--- src/rtl/lsq_mem_pkg.sv ---
// Shared types and constants for the tagged variable-latency memory model.
package lsq_mem_pkg;

    localparam int ID_W   = 4;
    localparam int DATA_W = 8;
    // Wide enough for LAT_MIN up to 256 plus an 8-bit LFSR mask.
    localparam int CNT_W  = 9;

    // Fibonacci taps 8,6,5,4 expressed as bit positions 7,5,4,3.
    localparam logic [7:0] LFSR_TAPS = 8'hB8;

    typedef struct packed {
        logic              valid;
        logic [ID_W-1:0]   id;
        logic [DATA_W-1:0] data;
        logic [CNT_W-1:0]  cnt;
    } pend_entry_t;

endpackage

--- src/rtl/lsq_lat_lfsr.sv ---
// 8-bit Fibonacci LFSR that steps once per enabled cycle; drives read latency jitter.
module lsq_lat_lfsr
    import lsq_mem_pkg::*;
#(
    parameter logic [7:0] SEED = 8'hA5
) (
    input  logic       clk,
    input  logic       rstn,
    input  logic       en_i,
    output logic [7:0] value_o
);

    logic [7:0] lfsr_q;
    logic [7:0] lfsr_d;

    always_comb begin
        lfsr_d = lfsr_q;
        if (en_i) begin
            lfsr_d = {lfsr_q[6:0], ^(lfsr_q & LFSR_TAPS)};
        end
    end

    always_ff @(posedge clk or negedge rstn) begin
        if (!rstn) begin
            lfsr_q <= SEED;
        end else begin
            lfsr_q <= lfsr_d;
        end
    end

    assign value_o = lfsr_q;

endmodule

--- config.mk ---
export PLATFORM = sky130hd
export DESIGN_NAME = lsq_lat_lfsr
export DESIGN_NICKNAME = d
export VERILOG_FILES = /design/src/rtl/lsq_mem_pkg.sv /design/src/rtl/lsq_lat_lfsr.sv
export SDC_FILE = /design/constraint.sdc
export NUM_CORES = 1
export LEC_CHECK = 0
export ABC_AREA = 1
export CORE_AREA = 2 2 39 41
export DETAILED_ROUTE_END_ITERATION = 7
export DIE_AREA = 0 0 41 43
export PLACE_DENSITY = 0.57
export SLEW_MARGIN = 20
export SYNTH_ARGS = -nofsm -noshare
export SYNTH_HDL_FRONTEND = slang
export SYNTH_SLANG_ARGS = --single-unit
--- constraint.sdc ---
create_clock -name clk -period 2.4 [get_ports clk]
set_clock_uncertainty 0.2 [all_clocks]
set_input_delay 0.24 -clock clk [delete_from_list [all_inputs] [get_ports clk]]
set_output_delay 0.24 -clock clk [all_outputs]
set_load 0.01 [all_outputs]
# After elaboration in Yosys (flattened, before gate mapping)
# Index checks and enable logic that the tools add are counted.
[totals]
regBits = 8
latch_bits = 0
ram_bits = 0
mem_bits_ro = 0
input_bits = 3
out_inout_bits = 8
wordCells = 2
memories = 0
[op_classes]
add_sub_neg = 0
mul = 0
div_mod_pow = 0
n_lt_le_gt_ge = 0
eq_ne = 0
shift = 0
mux = 0
n_bitwise = 0
reduce_logical = 1
[op_table]
columns = ["cell", "count"]
rows = [
  ["8-bit parity", 1],
]

# Longest topological paths before layout
[logic_depth]
ltp_word = 1
depth_mapped = 6
depth_no_buf = 6

# Worst setup path before layout
# OpenSTA, ideal clock, no wires.
[synth_path]
path_type = "reg2reg"
from = "reg lfsr_q[7] (netlist: value_o[7])"
to = "reg lfsr_q[0] (netlist: value_o[0])"
setup_ns = 0.060
arrival_time_ns = 0.877
t_required_ns = 2.140
slack_ns = 1.262
stages_incl_launch_ff = 7
path_buffers = 0
synth_period_minus_slack_ns = 1.138
cell_sequence = "dfstp_2 -> inv_1 -> nand2_2 -> nand2_1 -> nand2_1 -> nand3_1 -> nand2_1"
[synth_between]
elab_chain_cells = 1
[synth_lines]
columns = ["element", "line_no", "source"]
rows = [
  ["from (decl)", "lsq_lat_lfsr.sv:13", "logic [7:0] lfsr_q;"],
  ["from (signal assigned)", "lsq_lat_lfsr.sv:27", "lfsr_q <= lfsr_d;"],
  ["8-bit parity", "lsq_lat_lfsr.sv:19", "lfsr_d = {lfsr_q[6:0], ^(lfsr_q & LFSR_TAPS)};"],
]
# No other way between the ends.
# A chain may end at the register's enable or synchronous reset.

# Final worst setup path
[layout_path]
from = "reg lfsr_q[5] (netlist: value_o[5])"
to = "out value_o[5]"
[layout_rtl]
columns = ["element", "line_no", "source"]
rows = [
  ["to (decl)", "lsq_lat_lfsr.sv:10", "output logic [7:0] value_o"],
]
# No word-level cell between the ends.

==> results.yml <==
run_status:
  status: "finished clean"
routing:
  ant_nets: 0
  dr_wl_met2_um: 303
  drt-pass1-iter-count: 2
  drc: 0
  wire_per_inst_um: 9.46
  top_layer_used: "met4"
  dr.first_iter.drc_count: 5
  num_vias: 312
  wl_met1_um: 339
  dr_wl_met3_um: 37
  viasPerCell: 4.22
  wirelength_um: 700
synthesis:
  syn-num-nets: 49
  yosys_warnings: 0
  seq_area_frac_synth: 0.554
  syn-cell-area_um2: 370
  ys_ff_latch: 8
  synth_area_per_cell_um2: 8.05
  synthCells: 46
  ys_types: 10
timing:
  max_slew_margin: 0.769
  finalCritPeriodShare: 0.738
  fin_crit_ns: 1.77
  tightest_slew_ns: 0.345
  fin_setup_tns_ns: 0
  finalSetupViolCount: 0
  hold_viol_final: 0
  max_freq_mhz: 564
  rsz0062_at_grt: "false"
  drv_slew: 0
place:
  dp_hpwl_um: 540
  port_buffers: 10
  place.gp.congestion: 0.734
floorplan:
  die_x_um: 41
  core_um2: 1380
  die-area_um2: 1760
  io_pins: 11
  fp.dieH_um: 43
  rows: 14
  start_util: 0.268
final_layout:
  num-fill-cells: 148
  drive_gt1_frac: 0.155
  fin_nets: 63
  layout_commonest_cell: "nand2_1"
  largest_reg_flops: 8
  final_cell_mix: "nand2_1 (19), clkdlybuf4s50_1 (10), o21ai_0 (7), inv_1 (6)"
  antennaDiodeCount: 0
  area_delta_synth_final_pct: 34.8
critical_path:
  cp-end-kind: "output pin"
  cpMaxStageDelayCell: "dfstp_2"
  path_buf_inv: 1
  cp_max_fo: 4
  arrival_ns: 1.33
  crit_type: "reg -> out"
  critPathTopFamily: "flip-flops"
  regToRegSetupSlack_ns: 1.20
  crit_path_start_kind: "register"
  path_cells: "clkdlybuf4s50_1"
  cp_slowest_stage_delay_ns: 0.54
  cp.required_ns: 1.96
clocking:
  htreeDepth: 1
  cts_resized: 0
  cts_buffers: 3
  clkTransAtPathRegs_ns: 0.05
  cts_hold_buf: 0
  cts_tree: "yes"
  cts_buffer_depth: 2
  root_buffer: "clkbuf_4"
  postCtsSetupBuffers: 0
  clkLatencyLatePin_ns: 0.26
  clock_sink_count: 8
grt:
  overflow: 0
  grt_pass1_vias: 294
  grt_pass1_wl_mm: 1.18
  track_usage: 0.106
  antenna_found_initial: 0
  grt_max_degree: 13
power_and_ir_drop:
  power_mw: 0.495
  pwr_density_cell_nw_per_um2: 992
  ir_drop_mv: 0.389
  p_leak_nw: 0.235
flow_run:
  maxCapViolCount: 0
worst_hold_path:
  hold_path_class: "in -> async"
==> routing by layer <==
metal / vias up / track usage
met2: 9 / 0.138
met1: 137 / 0.130
li1: 164 / -
met3: 2 / 0.0314
met4: 0 / 0.100
met5: - / 0
==> cells in the mapped netlist <==
library cell	n	area share
dfrtp_1	4	0.27
nand3_1	1	0.014
inv_2	1	0.010
dfstp_2	4	0.28
nand2_2	1	0.017
o21ai_0	7	0.095
clkbuf_8	1	0.037
nor2_1	2	0.020
inv_1	6	0.061
nand2_1	19	0.19
==> through the flow <==
stage	worst slack (ns)	hold slack [ns]	utilization	cell area (um2)	cells
global placement	0.847	0.280	0.344	477	71
floorplan	1.26	-0.256	-	370	46
finish	0.628	0.0492	0.361	499	74
global route	0.573	0.0847	0.361	499	74
CTS	0.621	0.0638	0.361	499	74
detailed placement	0.843	0.276	0.344	477	71
==> cells by family (layout without fill, tap and decap cells) <==
logic type | count (synthesis) | after routing | share of synthesized area
AND/OR/NAND/NOR | 23 | 23 | 0.243
flip-flops | 8 | 8 | 0.554
buffers and inverters | 8 | 20 | 0.108
AO/OA/AOI/OAI | 7 | 7 | 0.0946
==> area by class of cell <==
class	instances	area (um2)	area share
repair buffers	10	100	0.201
inverters	7	26.3	0.0526
well taps	16	20.0	0.0401
clock buffers	3	22.5	0.0451
multi-input cells	30	125	0.251
flip-flops and latches	8	205	0.411
==> power by group <==
part | switching [mW] | internal, mW | total [mW]
logic | 0.0817 | 0.0921 | 0.174
clock network | 0.0474 | 0.0573 | 0.105
registers | 0.0318 | 0.185 | 0.217
==> worst reg2reg max path: stages, from the launching register on <==
cell and delay (ns):
dfstp_2 0.55, inv_1 0.07, nand2_1 0.06, nand2_1 0.06, nand2_1 0.06, nand3_1 0.07
nand2_1 0.08
==> worst paths after layout <==
| kind | cells after the start | start | to |
|---|---|---|---|
| worst max register to register | 6 | value_o[7] | value_o[0] |
| worst min-delay path | 1 | rstn | value_o[6] |
| min in group clk | 2 | value_o[0] | value_o[0] |
| worst min register to register | 2 | value_o[0] | value_o[0] |
| worst max-delay path | 1 | value_o[5] | value_o[5] |
| max in group asynchronous | 1 | rstn | value_o[7] |
Power figures use the tool's default switching activity.
